### config.mk
export PLATFORM = sky130hd
export DESIGN_NAME = keypad_scanner_flat
export DESIGN_NICKNAME = d
export VERILOG_FILES = /design/src/rtl/keypad_pkg.sv /design/src/rtl/keypad_if.sv /design/src/rtl/keypad_frame_debounce.sv /design/src/rtl/keypad_scanner.sv /design/src/flat_wrapper.sv
export SDC_FILE = /design/constraint.sdc
export NUM_CORES = 1
export LEC_CHECK = 0
export ABC_AREA = 1
export CORE_ASPECT_RATIO = 0.75
export CORE_MARGIN = 5
export CORE_UTILIZATION = 35
export DETAILED_ROUTE_END_ITERATION = 10
export SYNTH_ARGS = -nofsm -noshare
export SYNTH_HDL_FRONTEND = slang
export SYNTH_SLANG_ARGS = --single-unit
### constraint.sdc
create_clock -name clk -period 7.2 [get_ports clk]
set_input_delay 2.16 -clock clk [delete_from_list [all_inputs] [get_ports clk]]
set_output_delay 2.16 -clock clk [all_outputs]
set_load 0.1 [all_outputs]
### src/rtl/keypad_pkg.sv
// Shared types for the keypad scanner: frame candidates and code sizing.
package keypad_pkg;

    localparam int MAX_CODE_W = 6;

    typedef enum logic [1:0] {
        CAND_NONE,
        CAND_SINGLE,
        CAND_MULTI
    } cand_kind_t;

    typedef struct packed {
        cand_kind_t            kind;
        logic [MAX_CODE_W-1:0] code;
    } cand_t;

    function automatic int code_width(input int rows, input int cols);
        return $clog2(rows * cols);
    endfunction

endpackage

### src/rtl/keypad_if.sv
// Keypad pin and key-event bundle between scanner and its consumer.
interface keypad_if
    import keypad_pkg::*;
#(
    parameter int ROWS = 4,
    parameter int COLS = 4
);
    localparam int CODE_W = code_width(ROWS, COLS);

    logic [COLS-1:0]   col_n;
    logic [ROWS-1:0]   row_n;
    logic [CODE_W-1:0] key_code;
    logic              key_valid;
    logic              key_down;
    logic              multi_key;

    modport master (
        input  col_n,
        output row_n,
        output key_code,
        output key_valid,
        output key_down,
        output multi_key
    );

    modport slave (
        output col_n,
        input  row_n,
        input  key_code,
        input  key_valid,
        input  key_down,
        input  multi_key
    );

endinterface

### src/rtl/keypad_frame_debounce.sv
// Frame-level debounce: turns per-frame candidates into reported key state.
module keypad_frame_debounce
    import keypad_pkg::*;
#(
    parameter int DEBOUNCE = 3,
    parameter int CODE_W   = 4
) (
    input  logic              clk,
    input  logic              rst,
    input  logic              frame_done_i,
    input  cand_t             cand_i,
    output logic [CODE_W-1:0] key_code_o,
    output logic              key_valid_o,
    output logic              key_down_o,
    output logic              multi_key_o
);
    localparam int CNT_W = $clog2(DEBOUNCE + 1);

    cand_t             prev_q, prev_d;
    logic [CNT_W-1:0]  cnt_q, cnt_d;
    cand_kind_t        rep_q, rep_d;
    logic [CODE_W-1:0] code_q, code_d;
    logic              valid_q, valid_d;
    logic              same, differs;

    always_ff @(posedge clk or posedge rst) begin
        if (rst) begin
            prev_q  <= '{kind: CAND_NONE, code: '0};
            cnt_q   <= '0;
            rep_q   <= CAND_NONE;
            code_q  <= '0;
            valid_q <= 1'b0;
        end else begin
            prev_q  <= prev_d;
            cnt_q   <= cnt_d;
            rep_q   <= rep_d;
            code_q  <= code_d;
            valid_q <= valid_d;
        end
    end

    always_comb begin
        prev_d  = prev_q;
        cnt_d   = cnt_q;
        rep_d   = rep_q;
        code_d  = code_q;
        valid_d = 1'b0;
        same    = (cand_i.kind == prev_q.kind) &&
                  (cand_i.kind != CAND_SINGLE || cand_i.code == prev_q.code);
        differs = (prev_q.kind != rep_q) ||
                  (prev_q.kind == CAND_SINGLE &&
                   prev_q.code != MAX_CODE_W'(code_q));
        if (frame_done_i) begin
            prev_d = cand_i;
            if (!same)
                cnt_d = CNT_W'(1);
            else if (cnt_q != CNT_W'(DEBOUNCE))
                cnt_d = cnt_q + CNT_W'(1);
        end else if (cnt_q == CNT_W'(DEBOUNCE) && differs) begin
            // Stable frame state disagrees with what was last reported.
            rep_d = prev_q.kind;
            unique case (prev_q.kind)
                CAND_SINGLE: begin
                    code_d  = prev_q.code[CODE_W-1:0];
                    valid_d = 1'b1;
                end
                default: ;
            endcase
        end
    end

    assign key_code_o  = code_q;
    assign key_valid_o = valid_q;
    assign key_down_o  = (rep_q == CAND_SINGLE);
    assign multi_key_o = (rep_q == CAND_MULTI);

endmodule

### src/rtl/keypad_scanner.sv
// Matrix keypad scanner: row strobing, column sync and frame accumulation.
module keypad_scanner
    import keypad_pkg::*;
#(
    parameter int ROWS     = 4,
    parameter int COLS     = 4,
    parameter int SCAN_DIV = 1000,
    parameter int DEBOUNCE = 3
) (
    input  logic    clk,
    input  logic    rst,
    keypad_if.master kp
);
    localparam int CODE_W = code_width(ROWS, COLS);
    localparam int DIV_W  = $clog2(SCAN_DIV);
    localparam int PTR_W  = $clog2(ROWS);
    localparam int COL_W  = $clog2(COLS);

    logic [COLS-1:0]   col_s1_q, col_s2_q;
    logic [DIV_W-1:0]  div_q, div_d;
    logic [PTR_W-1:0]  ptr_q, ptr_d;
    logic [ROWS-1:0]   row_n_q, row_n_d;
    logic [1:0]        acc_cnt_q, acc_cnt_d;
    logic [CODE_W-1:0] acc_code_q, acc_code_d;

    logic              sample, frame_done;
    logic [COLS-1:0]   low;
    logic [1:0]        row_cnt;
    logic [COL_W-1:0]  first_col;
    logic [CODE_W-1:0] row_code, merged_code;
    logic [2:0]        sum;
    logic [1:0]        total;
    cand_t             cand;

    always_ff @(posedge clk or posedge rst) begin
        if (rst) begin
            col_s1_q   <= '1;
            col_s2_q   <= '1;
            div_q      <= '0;
            ptr_q      <= '0;
            row_n_q    <= ~ROWS'(1);
            acc_cnt_q  <= '0;
            acc_code_q <= '0;
        end else begin
            col_s1_q   <= kp.col_n;
            col_s2_q   <= col_s1_q;
            div_q      <= div_d;
            ptr_q      <= ptr_d;
            row_n_q    <= row_n_d;
            acc_cnt_q  <= acc_cnt_d;
            acc_code_q <= acc_code_d;
        end
    end

    // Per-row contribution: saturating press count and lowest pressed column.
    always_comb begin
        low       = ~col_s2_q;
        row_cnt   = '0;
        first_col = '0;
        for (int c = COLS - 1; c >= 0; c--)
            if (low[c]) first_col = COL_W'(c);
        for (int c = 0; c < COLS; c++)
            if (low[c] && row_cnt != 2'd2) row_cnt = row_cnt + 2'd1;
    end

    always_comb begin
        sample      = (div_q == DIV_W'(SCAN_DIV - 1));
        frame_done  = sample && (ptr_q == PTR_W'(ROWS - 1));
        row_code    = CODE_W'(ptr_q) * CODE_W'(COLS) + CODE_W'(first_col);
        merged_code = (acc_cnt_q == 2'd0) ? row_code : acc_code_q;
        sum         = {1'b0, acc_cnt_q} + {1'b0, row_cnt};
        total       = (sum >= 3'd2) ? 2'd2 : sum[1:0];

        cand.kind = CAND_NONE;
        cand.code = '0;
        unique case (1'b1)
            total == 2'd1: begin
                cand.kind = CAND_SINGLE;
                cand.code = MAX_CODE_W'(merged_code);
            end
            total == 2'd2: cand.kind = CAND_MULTI;
            default: ;
        endcase
    end

    always_comb begin
        div_d      = div_q + DIV_W'(1);
        ptr_d      = ptr_q;
        row_n_d    = row_n_q;
        acc_cnt_d  = acc_cnt_q;
        acc_code_d = acc_code_q;
        if (sample) begin
            div_d   = '0;
            ptr_d   = frame_done ? '0 : ptr_q + PTR_W'(1);
            row_n_d = {row_n_q[ROWS-2:0], row_n_q[ROWS-1]};
            if (frame_done) begin
                acc_cnt_d  = '0;
                acc_code_d = '0;
            end else begin
                acc_cnt_d  = total;
                acc_code_d = merged_code;
            end
        end
    end

    assign kp.row_n = row_n_q;

    keypad_frame_debounce #(
        .DEBOUNCE (DEBOUNCE),
        .CODE_W   (CODE_W)
    ) u_debounce (
        .clk          (clk),
        .rst          (rst),
        .frame_done_i (frame_done),
        .cand_i       (cand),
        .key_code_o   (kp.key_code),
        .key_valid_o  (kp.key_valid),
        .key_down_o   (kp.key_down),
        .multi_key_o  (kp.multi_key)
    );

endmodule

### src/flat_wrapper.sv
// flat-port wrapper written by rule: the top's interface ports become plain ports
module keypad_scanner_flat import keypad_pkg::*;
#(
    parameter int ROWS     = 4,
    parameter int COLS     = 4,
    parameter int SCAN_DIV = 1000,
    parameter int DEBOUNCE = 3
)
  (clk, rst, kp_col_n, kp_row_n, kp_key_code, kp_key_valid, kp_key_down, kp_multi_key);
  keypad_if #(.ROWS(ROWS), .COLS(COLS)) kp_i ();
  input  logic clk;
  input  logic rst;
  input wire logic [$bits(kp_i.col_n)-1:0] kp_col_n;
  output wire logic [$bits(kp_i.row_n)-1:0] kp_row_n;
  output wire logic [$bits(kp_i.key_code)-1:0] kp_key_code;
  output wire logic [$bits(kp_i.key_valid)-1:0] kp_key_valid;
  output wire logic [$bits(kp_i.key_down)-1:0] kp_key_down;
  output wire logic [$bits(kp_i.multi_key)-1:0] kp_multi_key;
  assign kp_i.col_n = kp_col_n;
  assign kp_row_n = kp_i.row_n;
  assign kp_key_code = kp_i.key_code;
  assign kp_key_valid = kp_i.key_valid;
  assign kp_key_down = kp_i.key_down;
  assign kp_multi_key = kp_i.multi_key;
  keypad_scanner #(.ROWS(ROWS), .COLS(COLS), .SCAN_DIV(SCAN_DIV), .DEBOUNCE(DEBOUNCE)) u_core (.clk(clk), .rst(rst), .kp(kp_i));
endmodule
==> results of run 1 <==
-- power by group --
| group | leakage, nW | switching (mW) | internal (mW) |
|---|---|---|---|
| Clock | 0.0585 | 0.0809 | 0.113 |
| Sequential | 0.576 | 0.00136 | 0.257 |
| Combinational | 0.628 | 0.0251 | 0.0129 |
| Total | 1.26 | 0.107 | 0.383 |
-- area by class of cell --
| type | count | area share |
|---|---|---|
| clock inverters | 1 | 0.0114 |
| repair buffers | 17 | 0.0634 |
| clock buffers | 7 | 0.0327 |
| multi-input cells | 184 | 0.366 |
| well taps | 81 | 0.0384 |
| inverters | 40 | 0.0568 |
| flip-flops and latches | 45 | 0.431 |
-- registers in the layout, summed over array words and instances (netlist names) --
name,cells
u_core.u_debounce.rep_q,2
u_core.col_s1_q,4
u_core.u_debounce.cnt_q,2
u_core.acc_code_q,4
u_core.u_debounce.key_code_o,4
u_core.div_q,10
u_core.kp.row_n,4
u_core.col_s2_q,4
u_core.u_debounce.key_valid_o,1
u_core.ptr_q,2
u_core.u_debounce.prev_q,6
u_core.acc_cnt_q,2
-- stage by stage --
step                      area, um^2  total power [mW]  hold slack (ns)   util
after floorplan                 2280             0.294            0.345      -
after global placement          2530             0.301            0.348  0.400
after detailed placement        2530             0.302            0.349  0.400
after CTS                       2640             0.500            0.360  0.418
after global routing            2640             0.517            0.362  0.418
final                           2640             0.490            0.358  0.418
-- cell families after synthesis --
group / Yosys count
xor gates and xnor gates: 10
buffers and inverters: 43
and+or+nand+nor: 135
AOI/OAI and AO/OA: 30
adders and majority gates: 9
DFF: 45
-- cells in the final DEF (no fill, tap or decap) --
master / Yosys / final
nor2_4: 2 / 2
o21ai_0: 22 / 22
or2_1: 1 / 1
nand3_2: 3 / 3
nand4_2: 1 / 1
o22ai_1: 2 / 2
clkinv_1: 0 / 1
a21oi_1: 3 / 3
nand4_1: 2 / 2
nor3_2: 1 / 1
dfstp_2: 11 / 11
clkbuf_1: 1 / 1
dfrtp_1: 34 / 34
nor2_2: 1 / 1
clkdlybuf4s50_1: 0 / 16
bufinv_16: 0 / 1
inv_2: 3 / 3
and3_1: 1 / 1
buf_4: 0 / 1
nor3_1: 3 / 3
fa_1: 1 / 1
xnor2_1: 6 / 6
inv_1: 37 / 36
nor4_1: 1 / 1
ha_1: 8 / 8
clkbuf_8: 0 / 6
nor2_1: 26 / 26
o21ai_1: 3 / 3
nand2_1: 71 / 71
xor2_1: 4 / 4
nand3_1: 18 / 18
nand2_2: 4 / 4
-- metal layers --
layer  part of all wire  track usage
met1               0.53        0.161
met2               0.42        0.182
met3              0.035       0.0367
met4             0.0094       0.0349
met5                  0            0
-- path summary, 6_finish.rpt --
path	to	cells past startpoint	start
worst max-delay path	kp_row_n[1]	1	u_core.kp.row_n[1]
worst max register to register	u_core.u_debounce.cnt_q[0]	21	u_core.col_s2_q[0]
min in group asynchronous	u_core.ptr_q[0]	3	rst
max in group asynchronous	u_core.kp.row_n[3]	3	rst
worst min register to register	u_core.col_s2_q[2]	0	u_core.col_s1_q[2]
worst min-delay path	u_core.col_s2_q[2]	0	u_core.col_s1_q[2]
==> impl_metrics.tcl, run 1 <==
set metrics [dict create \
    status "completed" \
    routed_wirelength_um 4260 \
    start_util 0.360 \
    post-synth-top-count-cell "nand2_1" \
    p_leak_nw 1.26 \
    synth_top_family_by_area "simple AND/OR/NAND/NOR gates" \
    end_kind "output pin" \
    synth_xor_area_frac 0.0385 \
    yosys.area_share.simple 0.266 \
    start_kind "flop" \
    fp-row-count 25 \
    clkTransAtPathRegs_ns 0.08 \
    die-area_um2 8240 \
    drv_cap 0 \
    insertedDiodeCount 0 \
    detail_route.vias_per_cell 4.55 \
    max_slew_margin 0.337 \
    drc 0 \
    io_pins 17 \
    dr_total_vias 1705 \
    setup_ws_ns 3.06 \
    cts_root_buf "clkbuf_8" \
    finalHoldViolCount 0 \
    min_period_ns 4.14 \
    async_flop_share 1.00 \
    regArea_um2 1140 \
    worstPathRequired_ns 5.04 \
    htree_levels 2 \
    wl_per_cell_um 11.4 \
    fillers 645 \
    portBuffers 16 \
    tns_ns 0 \
    cts_resized 0 \
    pre_cts_slack_ns 3.38 \
    drt_iter0_markers 95 \
    synth_top_cells_by_count "nand2_1 (71), inv_1 (37), dfrtp_1 (34)" \
    grt_pass1_wl_um 7680 \
    grt_use_total 0.119 \
    setup_viol 0 \
    clk_path_buf_depth 2 \
    max_freq_mhz 242 \
    p_per_area_nw_per_um2 185 \
    reg2reg_slack_ns 3.60 \
    synth_edf_count 0 \
    synth.area.top_cells "dfrtp_1 (37%), dfstp_2 (13%), nand2_1 (12%)" \
    final_cells 375 \
    maxSlewViolCount 0 \
    synthMuxAreaShare 0 \
    synth_fa_ha_area_frac 0.0527 \
    ctsHoldBuffers 0 \
    antenna_found_initial 0 \
    yosysTopAreaCell "dfrtp_1" \
    dp_hpwl_um 3180 \
    multiInputGateArea_um2 967 \
    path_cells "clkdlybuf4s50_1" \
    die_h_um 79.9 \
    yosysUniqueCellTypes 29 \
    grt_overflow 0 \
    ant_nets 0 \
    crit_type "flop to output pin" \
    clock_sinks 45 \
    finalClockSkew_ns 0.00490 \
    ys_ff_latch 45 \
    grt_max_degree 46 \
    cp_top_family "buffers and inverters" \
    dr.pass1.iters 4 \
    finalCritPeriodShare 0.575 \
    grt_pass1_vias 1666 \
    nets 308 \
    dp_cells 367 \
    rsz0062_at_grt "no" \
    syn-num-nets 287 \
    synth_area_um2 2280 \
    synth_compound_area_frac 0.0670 \
    worstSkewPairLatency_ns 0.29 \
    cp_max_fo 3 \
    cts_setup_buffers 0 \
    worst_pin_slew_ns 0.991 \
    tritoncts "built" \
    crit_slowest_cell "clkdlybuf4s50_1" \
    avgSynthCellArea_um2 8.37 \
    yosysTopAreaCellShare 0.374 \
    cts-buffers-inserted 5 \
    yosysSeqAreaShare 0.501 \
    worst_ep_arrival_time_ns 1.98 \
    synthCells 272 \
    max_stage_delay_ns 1.14 \
    ir_worst_vdd_mv 0.103 \
    drive_gt1_frac 0.116 \
    hp-class "flop to flop" \
    core_area_um2 6320 \
    worst-path-buf-inv 1 \
    die_w_um 103 \
    ys_warn_count 0 \
    synth-main-ff-cell "dfrtp_1" \
    area_growth_pct 16.0 \
    routabilityCongestion 0.833 \
]
Note: power is estimated with default switching activity, not from simulation.
==> run 2: changes to the inputs <==
==> constraint.sdc (replaced) <==
create_clock -name clk -period 3.7 [get_ports clk]
set_input_delay 1.11 -clock clk [delete_from_list [all_inputs] [get_ports clk]]
set_output_delay 1.11 -clock clk [all_outputs]
set_load 0.1 [all_outputs]
==> run 2 against run 1 <==
Cell count grew 0.80%. Highest routed layer unchanged. Die area did not move. First-iteration DRC count up 13%. Clock skew grew 0.0043 ns. Hold slack lost 0.00061 ns. Critical path depth rose by 21. Total power increased by 90%. Sequential power increased by 95%. Register-to-register slack got worse by 3.3 ns. Critical path type is now flop to flop. Via count grew 2.3%. Flip-flop and latch count unchanged. Combinational power rose by 150%.
==> impl_metrics.tcl, run 2 (synthesis results as in run 1) <==
set metrics [dict create \
    status "completed" \
    tns_ns 0 \
    cpMostUsedCell "nand2_1" \
    dp_hpwl_um 3230 \
    worst_pin_slew_ns 0.856 \
    hp-start "u_core.col_s1_q[0]" \
    drt_iter0_markers 107 \
    finalCritPeriodShare 0.922 \
    drive_gt1_frac 0.185 \
    area_growth_pct 17.3 \
    largest_reg_flops 10 \
    max_stage_delay_ns 0.55 \
    die_h_um 79.9 \
    top_register "u_core.div_q" \
    power.total_mw 0.931 \
    start_util 0.360 \
    crit_slowest_cell "dfstp_2" \
    die_w_um 103 \
    worstSkewPairLatency_ns 0.30 \
    ir_worst_vdd_mv 0.157 \
    dp_cells 368 \
    cts-buffers-inserted 5 \
    r2r-start "u_core.col_s2_q[0]" \
    min_period_ns 3.41 \
    utilization 0.423 \
    detail_route.vias_per_cell 4.61 \
    start_kind "flop" \
    worst_ep_arrival_time_ns 3.61 \
    grt_overflow 0 \
    fp-row-count 25 \
    htree_levels 2 \
    cts_root_buf "clkbuf_8" \
    max_slew_margin 0.426 \
    setup_ws_ns 0.287 \
    clock_sinks 45 \
    p_leak_nw 1.30 \
    p_per_area_nw_per_um2 348 \
    grt_use_total 0.121 \
    nets 311 \
    routed_wirelength_um 4420 \
    routabilityCongestion 0.809 \
    worst-path-buf-inv 3 \
    maxSlewViolCount 0 \
    crit_start "u_core.col_s2_q[0]" \
    drc 0 \
    worstPathRequired_ns 3.90 \
    dr.pass1.iters 4 \
    core_area_um2 6320 \
    setup_viol 0 \
    crit_type "flop to flop" \
    clkTransAtPathRegs_ns 0.09 \
    insertedDiodeCount 0 \
    cp_top_family "simple AND/OR/NAND/NOR gates" \
    portBuffers 16 \
    dr_total_vias 1744 \
    layout_commonest_cell "nand2_1" \
    pre_cts_slack_ns 0.0900 \
    finalHoldViolCount 0 \
    grt_pass1_vias 1699 \
    drv_cap 0 \
    ctsHoldBuffers 0 \
    finalClockSkew_ns 0.00924 \
    path_cells "inv_1, ha_2, nor2_4, xnor2_2, ha_1, nor2_2, xnor2_1, ha_1, inv_1, fa_1, nand2_2, nor2_4, buf_4, nand3_1, nand2_1, nand2_1, nand3_2, nand2_2, nand3_2, nand2_2, nand2_1, nand2_1" \
    antenna_found_initial 0 \
    grt_max_degree 25 \
    hp-class "flop to flop" \
    die-area_um2 8240 \
    tritoncts "built" \
    final_cells 378 \
    clk_path_buf_depth 2 \
    io_pins 17 \
    grt_pass1_wl_um 7800 \
    max_freq_mhz 293 \
    cp_max_fo 6 \
    end_kind "flop" \
    ant_nets 0 \
    reg_top3 "u_core.div_q (10), u_core.u_debounce.prev_q (6)" \
    layout_common_cells "nand2_1 (71), inv_1 (36), dfrtp_1 (34), nor2_1 (24), o21ai_0 (22)" \
    wl_per_cell_um 11.7 \
]
## run 2: timing repair
item                       in CTS  in global routing
setup endpoints to repair       0                  2
resized for setup               0                  7
setup buffers                   0                  2
## run 2: worst paths after layout
| kind | endpoint | slack [ns] | cells past startpoint |
|---|---|---|---|
| max in group asynchronous | u_core.kp.row_n[3] | 1.89 | 3 |
| hold / removal | u_core.col_s2_q[0] | 0.36 | 0 |
| min in group asynchronous | u_core.u_debounce.prev_q[3] | 1.19 | 2 |
| hold reg to reg | u_core.col_s2_q[0] | 0.36 | 0 |
| setup reg to reg | u_core.u_debounce.cnt_q[1] | 0.29 | 22 |
| setup / recovery | u_core.u_debounce.cnt_q[1] | 0.29 | 22 |
## run 2: final cells by class
class                      count  area [um^2]
multi-input combinational    184         1000
inverter                      40          150
sequential                    45         1140
tap                           81          101
timing repair buffer          20          175
fill                         636         3650
clock buffer                   7         96.3
clock inverter                 1         5.00
## run 2: where the power goes
part | internal (mW) | switching [mW]
clock | 0.169 | 0.166
combinational | 0.0385 | 0.0546
sequential | 0.500 | 0.00298
## run 2: through the flow
stage / hold slack [ns] / instance area [um^2]
after global placement: 0.347 / 2520
after global routing: 0.364 / 2670
final: 0.358 / 2670
after floorplan: 0.345 / 2280
after CTS: 0.359 / 2620
after detailed placement: 0.347 / 2520
## run 2: layer usage
metal | track usage | vias to the layer above | part of all wire
met3 | 0.0323 | 8 | 0.031
met5 | 0 | - | 0
met4 | 0.0388 | 0 | 0.014
met1 | 0.172 | 810 | 0.51
met2 | 0.177 | 21 | 0.45
li1 | - | 905 | -
